--- config.mk ---
export PLATFORM = sky130hd
export DESIGN_NAME = seq_multiplier_nxn
export DESIGN_NICKNAME = d
export VERILOG_FILES = /design/src/rtl/mult_pkg.sv /design/src/rtl/seq_multiplier_nxn.sv
export SDC_FILE = /design/constraint.sdc
export NUM_CORES = 1
export LEC_CHECK = 0
export ABC_AREA = 1
export BUFFER_PORTS_ARGS = -buffer_cell sky130_fd_sc_hd__buf_2
export CORE_ASPECT_RATIO = 0.6
export CORE_MARGIN = 3
export CORE_UTILIZATION = 41
export DETAILED_ROUTE_END_ITERATION = 6
export PLACE_DENSITY = 0.63
export SYNTH_ARGS = -nofsm -noshare
export SYNTH_HDL_FRONTEND = slang
export SYNTH_SLANG_ARGS = --single-unit
--- constraint.sdc ---
create_clock -name clk -period 5.1 [get_ports clk]
set_input_delay 0.765 -clock clk [delete_from_list [all_inputs] [get_ports clk]]
set_output_delay 0.765 -clock clk [all_outputs]
set_load 0.1 [all_outputs]
--- src/rtl/mult_pkg.sv ---
// Shared definitions for the sequential shift-add multiplier: FSM encoding and
// the rule that sizes the bit counter from the operand width.
package mult_pkg;

    typedef enum logic [1:0] {
        IDLE = 2'b00,
        CALC = 2'b01,
        FIX  = 2'b10,
        DONE = 2'b11
    } mult_state_t;

    // A single-bit counter still covers WIDTH=2 (loaded with 1, counts to 0).
    function automatic int cnt_width(input int width);
        return (width > 1) ? $clog2(width) : 1;
    endfunction

endpackage

--- src/rtl/seq_multiplier_nxn.sv ---
// Parametrised shift-add multiplier, one multiplier bit per clock, with a
// runtime signed/unsigned mode handled as magnitude multiply plus final negate.
//
// state | meaning
// IDLE  | waiting for start
// CALC  | WIDTH cycles, one multiplier bit consumed per cycle, LSB first
// FIX   | apply result sign, load product
// DONE  | done_flag high for one cycle; a new start is accepted here
module seq_multiplier_nxn
    import mult_pkg::*;
#(
    parameter int WIDTH = 8
) (
    input  logic                 clk,
    input  logic                 reset_a,
    input  logic                 start,
    input  logic                 signed_mode,
    input  logic [WIDTH-1:0]     dataa,
    input  logic [WIDTH-1:0]     datab,
    output logic                 busy,
    output logic                 done_flag,
    output logic [2*WIDTH-1:0]   product
);

    localparam int CW = cnt_width(WIDTH);

    mult_state_t           state;
    logic [2*WIDTH-1:0]    mcand;
    logic [WIDTH-1:0]      mplier;
    logic [2*WIDTH-1:0]    acc;
    logic [CW-1:0]         cnt;
    logic                  neg;

    // The most negative value maps to 2^(WIDTH-1), which still fits unsigned.
    function automatic logic [WIDTH-1:0] magnitude(input logic [WIDTH-1:0] v,
                                                   input logic is_signed);
        return (is_signed && v[WIDTH-1]) ? -v : v;
    endfunction

    always_ff @(posedge clk or posedge reset_a) begin
        if (reset_a) begin
            state     <= IDLE;
            mcand     <= '0;
            mplier    <= '0;
            acc       <= '0;
            cnt       <= '0;
            neg       <= 1'b0;
            busy      <= 1'b0;
            done_flag <= 1'b0;
            product   <= '0;
        end else begin
            case (state)
                IDLE, DONE: begin
                    done_flag <= 1'b0;
                    if (start) begin
                        mcand  <= {{WIDTH{1'b0}}, magnitude(dataa, signed_mode)};
                        mplier <= magnitude(datab, signed_mode);
                        neg    <= signed_mode & (dataa[WIDTH-1] ^ datab[WIDTH-1]);
                        acc    <= '0;
                        cnt    <= CW'(WIDTH - 1);
                        busy   <= 1'b1;
                        state  <= CALC;
                    end else begin
                        state  <= IDLE;
                    end
                end
                CALC: begin
                    // Multiplicand shifts left as the multiplier shifts right, so
                    // bit i always adds a << i without an index mux.
                    if (mplier[0]) begin
                        acc <= acc + mcand;
                    end
                    mcand  <= mcand << 1;
                    mplier <= mplier >> 1;
                    if (cnt == '0) begin
                        state <= FIX;
                    end else begin
                        cnt <= cnt - 1'b1;
                    end
                end
                FIX: begin
                    product   <= neg ? -acc : acc;
                    busy      <= 1'b0;
                    done_flag <= 1'b1;
                    state     <= DONE;
                end
                default: begin
                    state <= IDLE;
                end
            endcase
        end
    end

endmodule

==> summary.txt, run 1 <==
Route
  • Detailed Route WL: 10200 um
  • DRC errors left: 0
  • Via count: 3865
  • Met1 routed wirelength after detailed routing: 5560 um
  • Detailed-route vias per instance: 5.03
  • Residual antenna-violating net count after detailed routing: 0
  • Wire length on met2: 3930 um
  • Total met3 wirelength after detailed routing: 555 um
  • Uppermost signal routing layer after detailed routing: met4
  • Detailed-router iteration count before antenna repair: 5
  • Routed WL per cell: 13.2 um
  • 1st-iter DRT viols: 250

Global routing
  • Maximum number of pins on one net before global-route repair: 65
  • Total gr overflow: 0
  • Number of antenna violations at the first check in global routing: 0
  • First-pass GRT wire length: 17200 um
  • Via count of the first global-routing pass: 3555
  • Gr usage total: 18.7%

STA
  • Fmax: 356 MHz
  • Slew Limit Fails: 0
  • Sum of negative setup slack: 0 ns
  • Setup violators final: 0
  • Setup repair after global routing missed its margin: no
  • Minimum hold slack: 0.476 ns
  • Worst slew slack as a fraction of its limit: 45.1%
  • Final Hold Violating Endpoints: 0
  • Slew at the pin closest to its max-slew limit: 0.824 ns
  • Post-layout min period: 2.81 ns
  • Final cycle utilization of the critical path: 55.0%
  • Clock Skews: 0.00516 ns

Outcome
  • Status: finished clean

Critical path
  • Kind of start point of the critical path: register
  • Register-to-register setup slack: 2.29 ns
  • CP arrival: 3.06 ns
  • Data required time of the critical path: 5.36 ns
  • Crit. End Element: register
  • Crit Reg-Reg Startpoint: state[1]$_DFFE_PP0P_
  • Critical path start-end classification: reg2reg
  • Worst reg2reg path endpoint: acc[4]$_DFFE_PP0P_
  • Highest net fanout along the worst path: 26
  • Worst reg-to-reg path cell count: 9
  • Launch point of the worst path: state[1]$_DFFE_PP0P_

Synthesis
  • FF+latch count, synth: 64
  • Netlist area before placement: 4170 sq um
  • Number of warnings reported in the yosys synthesis log: 0
  • Number of distinct standard cells referenced by the synthesized netlist: 30
  • Syn_area_per_cell: 6.97 sq um
  • Synthesized Nets: 643
  • Sequential share of the synthesized area: 38.4%
  • Count of mapped cells out of synthesis: 599

Floorplan
  • Site row count: 27
  • Core region area: 9530 sq um
  • Starting density of the core: 43.8%
  • Number of top-level design ports: 38
  • Total Die Area: 11500 sq um
  • Die boundary height: 84.1 um
  • Die extent in x: 136 um

Finish
  • Synthesis-to-finish area growth: 13.9%
  • Net count reported at finish: 679
  • Most frequent cells in the layout: nand2_1, inv_1, dfrtp_1
  • Share of post-route cells with drive strength above 1: 9.86%
  • Commonest non-fill, non-tap cell in the layout: nand2_1
  • Antenna Cells: 0
  • Final instance area: 4750 sq um
  • Number of inserted filler cells in the final layout: 948

Worst hold path
  • Hold Path End: product[12]$_DFFE_PP0P_
  • Hold path startpoint: product[12]$_DFFE_PP0P_
  • Count of cells along the worst hold path: 2
  • Type of the tightest min-delay check: reg2reg

Placement
  • Post-DP HPWL: 7760 um
  • Input/output buffers: 37
  • Routability-driven placement congestion ratio: 0.913
  • Total placed instance area: 4480 sq um

Pwr
  • PD cells: 579 nW/um^2
  • Worst IR Drop VDD: 0.275 mV
  • Switching power as a share of total power: 50.6%
  • Switching power of the nets: 1390 uW
  • Comb power frac: 51.1%
  • Sequential cell fraction of total power: 28.4%
  • Internal cell power: 1360 uW
  • Static Leakage: 0.00262 uW
  • Clock power frac: 20.5%

Clock tree
  • Number of levels the H-tree was split into: 3
  • CTS clk-pin slew, worst paths: 0.05 ns
  • Maximum clock path buffer count: 2
  • Clock network latency to the later pin of the worst-skew pair: 0.34 ns
  • Setup repair bufs after CTS: 0
  • Count of cells resized by post-cts repair: 0
  • TritonCTS clock tree: built
  • Hold bufs inserted after CTS: 0
  • Clock Sink Count: 64
  • Clock buffer count from CTS: 9
  • Library cell used as clock root buffer: clkbuf_16

Flow run
  • Number of max-cap violations: 0
## synthesized netlist by cell type
master	number	area (sq um)
nand3b_1	4	30.0
a31oi_1	2	12.5
dfrtp_1	64	1600
a21oi_1	21	105
nand4_1	2	12.5
o21ai_2	1	8.76
a32oi_1	2	17.5
nand2_1	204	766
inv_1	83	312
nor2_1	44	165
mux2_2	1	11.3
nor2_4	1	11.3
fa_1	1	20.0
and2_1	2	12.5
buf_2	1	5.00
clkbuf_1	10	37.5
o21ai_0	43	215
buf_4	1	7.51
xor2_1	13	114
or2_2	3	18.8
nand3_1	47	235
o21ai_4	1	16.3
ha_1	23	288
nor3_1	5	25.0
buf_1	2	7.51
o22ai_1	8	50.1
o31ai_1	3	22.5
o211ai_1	5	37.5
inv_2	1	3.75
clkinv_1	1	3.75
## layout make-up
cell class / count / area (sq um) / area share [%]
sequential: 64 / 1600 / 33.7
clock buffer: 10 / 239 / 5.03
tap: 130 / 163 / 3.42
multi-input combinational: 436 / 2190 / 46.2
timing repair buffer: 39 / 200 / 4.21
inverter: 85 / 319 / 6.72
clock inverter: 5 / 33.8 / 0.711
## state kept, by name (all words and copies together), names as in the netlist
register and cells:
acc 16, mcand 16, done_flag 1, busy 1, state 2, neg 1, cnt 3, mplier 8
product 16
## through the flow
stage	power (uW)	cells	utilization [%]	setup WS (ns)
floorplan	1910	599	-	2.74
global placement	2170	754	47.0	2.43
detailed placement	2200	754	47.0	2.30
CTS	2780	769	49.9	2.27
global route	2980	769	49.9	2.06
finish	2750	769	49.9	2.29
## cells by family (layout without fill, tap and decap cells)
group,after synthesis,count (layout),share of synthesized area [%]
fa+ha+maj,24,24,7.38
mux,1,1,0.270
simple gates,312,312,30.6
buf+inv,99,139,9.03
flops,64,64,38.4
xor+xnor,13,13,2.73
compound gates,86,86,11.6
## critical path, stage by stage, from the launching register on
cell	delay [ns]
dfrtp_1	0.39
inv_1	0.08
ha_1	0.15
buf_4	0.25
inv_2	0.24
o21ai_4	0.57
o21ai_2	0.32
nor2_4	0.42
o21ai_0	0.16
o22ai_1	0.12
## power by group through the flow
| stage | sequential [uW] | combinational (uW) | clock [uW] |
|---|---|---|---|
| floorplan | 1080 | 828 | 0 |
| global placement | 784 | 1380 | 0 |
| detailed placement | 787 | 1410 | 0 |
| CTS | 781 | 1420 | 580 |
| global route | 802 | 1580 | 598 |
| finish | 781 | 1410 | 563 |
## layer usage
layer | global-route usage (%) | vias up
met2 | 25.1 | 88
met4 | 4.67 | 0
met3 | 4.91 | 12
met5 | 0 | -
met1 | 29.5 | 1778
li1 | - | 1987
## how the worst max path moves through the flow
stage / endpoint / slack, ns
final: acc[4]$_DFFE_PP0P_ / 2.29
after CTS: acc[4]$_DFFE_PP0P_ / 2.27
after global routing: acc[4]$_DFFE_PP0P_ / 2.06
after global placement: acc[4]$_DFFE_PP0P_ / 2.43
after floorplan: acc[0]$_DFFE_PP0P_ / 2.74
after detailed placement: acc[4]$_DFFE_PP0P_ / 2.30
Power figures use the tool's default switching activity.
==> inputs of run 2 (changes only) <==
==> constraint.sdc (replaced) <==
create_clock -name clk -period 2.7 [get_ports clk]
set_input_delay 0.405 -clock clk [delete_from_list [all_inputs] [get_ports clk]]
set_output_delay 0.405 -clock clk [all_outputs]
set_load 0.1 [all_outputs]
==> summary.txt, run 2 (synthesized netlist as in run 1, its figures left out) <==
STA
  • Clock Skews: 0.00589 ns (was 0.00516 ns)
  • Setup repair after global routing missed its margin: no (unchanged)
  • Slew at the pin closest to its max-slew limit: 0.715 ns (was 0.824 ns)
  • Setup violators final: 0 (unchanged)
  • Post-layout min period: 2.07 ns (was 2.81 ns)
  • Fmax: 482 MHz (was 356 MHz)
  • Sum of negative setup slack: 0 ns (unchanged)
  • Worst slew slack as a fraction of its limit: 52.3% (was 45.1%)
  • Slew Limit Fails: 0 (unchanged)
  • Final Hold Violating Endpoints: 0 (unchanged)
  • Final cycle utilization of the critical path: 76.8% (was 55.0%)

Clock tree
  • Clock network latency to the later pin of the worst-skew pair: 0.34 ns (about the same)
  • Count of cells resized by post-cts repair: 0 (unchanged)
  • Clock buffer count from CTS: 9 (unchanged)
  • Maximum clock path buffer count: 2 (unchanged)
  • Hold bufs inserted after CTS: 0 (unchanged)
  • TritonCTS clock tree: built (unchanged)
  • CTS clk-pin slew, worst paths: 0.05 ns (about the same)
  • Clock Sink Count: 64 (unchanged)
  • Number of levels the H-tree was split into: 3 (unchanged)
  • Setup repair bufs after CTS: 0 (unchanged)
  • Library cell used as clock root buffer: clkbuf_16 (unchanged)

Pwr
  • Static Leakage: 0.00265 uW (was 0.00262 uW)
  • Sequential cell fraction of total power: 27.7% (was 28.4%)
  • Internal cell power: 2670 uW (was 1360 uW)
  • PD cells: 1120 nW/um^2 (was 579 nW/um^2)
  • Switching power of the nets: 2670 uW (was 1390 uW)
  • Comb power frac: 51.0% (was 51.1%)
  • Switching power as a share of total power: 50.0% (was 50.6%)
  • Clock power frac: 21.3% (was 20.5%)
  • Worst IR Drop VDD: 0.507 mV (was 0.275 mV)

Route
  • 1st-iter DRT viols: 354 (was 250)
  • Detailed-router iteration count before antenna repair: 5 (unchanged)
  • Met1 routed wirelength after detailed routing: 5690 um (was 5560 um)
  • Wire length on met2: 3930 um (unchanged)
  • Detailed Route WL: 10500 um (was 10200 um)
  • Uppermost signal routing layer after detailed routing: met4 (unchanged)
  • Via count: 3901 (was 3865)
  • Residual antenna-violating net count after detailed routing: 0 (unchanged)
  • Routed WL per cell: 13.6 um (was 13.2 um)
  • DRC errors left: 0 (unchanged)
  • Total met3 wirelength after detailed routing: 817 um (was 555 um)
  • Detailed-route vias per instance: 5.05 (was 5.03)

Critical path
  • Crit Reg-Reg Startpoint: state[0]$_DFFE_PP0P_ (was state[1]$_DFFE_PP0P_)
  • Critical path start-end classification: reg2reg (unchanged)
  • Critical path cell sequence: inv_1 -> ha_1 -> nand2_1 -> o21ai_4 -> inv_1 -> a21oi_1 -> o21ai_0 -> o21ai_0 (was inv_1 -> ha_1 -> buf_4 -> inv_2 -> o21ai_4 -> o21ai_2 -> nor2_4 -> o21ai_0 -> o22ai_1)
  • Launch point of the worst path: state[0]$_DFFE_PP0P_ (was state[1]$_DFFE_PP0P_)
  • Data required time of the critical path: 2.91 ns (was 5.36 ns)
  • CP arrival: 2.28 ns (was 3.06 ns)
  • Master of the slowest instance on the critical path: inv_1 (was o21ai_4)
  • Kind of start point of the critical path: register (unchanged)
  • Stage delay of the slowest cell on the critical path: 0.53 ns (was 0.57 ns)
  • Highest net fanout along the worst path: 25 (was 26)
  • Crit. End Element: register (unchanged)

Finish
  • Layout Cells excl Fill: 773 (was 769)
  • Net count reported at finish: 683 (was 679)
  • Number of inserted filler cells in the final layout: 961 (was 948)
  • Synthesis-to-finish area growth: 14.9% (was 13.9%)
  • Footprint of the multi-input gates: 2190 sq um (unchanged)
  • Registers with the most flip-flops: acc: 16 flops, mcand: 16 flops, product: 16 flops (unchanged)
  • Final instance area: 4790 sq um (was 4750 sq um)
  • Antenna Cells: 0 (unchanged)
  • Most frequent cells in the layout: nand2_1, inv_1, dfrtp_1 (unchanged)
  • Share of post-route cells with drive strength above 1: 10.4% (was 9.86%)
  • Commonest non-fill, non-tap cell in the layout: nand2_1 (unchanged)
  • Register area: 1600 sq um (unchanged)
  • Final core occ: 50.3% (was 49.9%)

Flow run
  • Number of max-cap violations: 0 (unchanged)

Outcome
  • Status: finished clean (unchanged)

Global routing
  • Gr usage total: 19.7% (was 18.7%)
  • Total gr overflow: 0 (unchanged)
  • First-pass GRT wire length: 17900 um (was 17200 um)
  • Via count of the first global-routing pass: 3516 (was 3555)
  • Number of antenna violations at the first check in global routing: 0 (unchanged)
  • Maximum number of pins on one net before global-route repair: 28 (was 65)

Floorplan
  • Number of top-level design ports: 38 (unchanged)
  • Die extent in x: 136 um (unchanged)
  • Site row count: 27 (unchanged)
  • Die boundary height: 84.1 um (unchanged)
  • Total Die Area: 11500 sq um (unchanged)
  • Core region area: 9530 sq um (unchanged)
  • Starting density of the core: 43.8% (unchanged)

Placement
  • Input/output buffers: 37 (unchanged)
  • Post-DP HPWL: 8200 um (was 7760 um)
  • Total placed cells including tap cells: 758 (was 754)
  • Total placed instance area: 4510 sq um (was 4480 sq um)
  • Routability-driven placement congestion ratio: 0.881 (was 0.913)

Worst hold path
  • Type of the tightest min-delay check: in2async (was reg2reg)
## run 2: worst max-delay path: cells and delay by family, from the launching register on
family          cells  cell delay, ns
fa+ha+maj           1            0.37
buf+inv             2            0.60
flops               1            0.37
compound gates      4            0.38
simple gates        1            0.21
## run 2: metrics by stage
stage                     power [uW]  setup slack, ns  hold slack, ns
final                           5350            0.626          0.0503
after global routing            5760            0.338          0.0750
after CTS                       5370            0.608          0.0554
after detailed placement        4210            0.629           0.419
after global placement          4150            0.705           0.414
after floorplan                 3600            0.697           0.444
## run 2: cell type report
class | instances | share of cell area [%]
repair buffers | 43 | 4.80
well taps | 130 | 3.39
multi-input cells | 436 | 45.8
clock inverters | 6 | 1.28
inverters | 85 | 6.65
flip-flops and latches | 64 | 33.4
clock buffers | 9 | 4.70
## run 2: path summary, 6_finish.rpt
| kind | to | cells after the start | slack (ns) |
|---|---|---|---|
| worst max-delay path | mcand[3]$_DFFE_PP0P_ | 8 | 0.63 |
| worst min-delay path | product[0]$_DFFE_PP0P_ | 2 | 0.05 |
| worst max register to register | mcand[3]$_DFFE_PP0P_ | 8 | 0.63 |
| worst min register to register | product[15]$_DFFE_PP0P_ | 2 | 0.47 |
| max in group asynchronous | mplier[5]$_DFFE_PP0P_ | 3 | 1.98 |
| min in group clk | neg$_DFFE_PP0P_ | 3 | 0.33 |
## run 2: routing by layer
metal / up-vias / global-route usage (%)
met5: - / 0
met4: 0 / 4.21
met3: 10 / 6.05
met2: 113 / 25.4
met1: 1788 / 31.6
li1: 1990 / -
## run 2: power groups by stage
stage	combinational [uW]	sequential (uW)	clock, uW
6_report	2730	1480	1140
5_1_grt	3040	1520	1210
4_1_cts	2730	1480	1160
3_5_place_dp	2720	1490	0
3_3_place_gp	2660	1490	0
2_1_floorplan	1560	2040	0
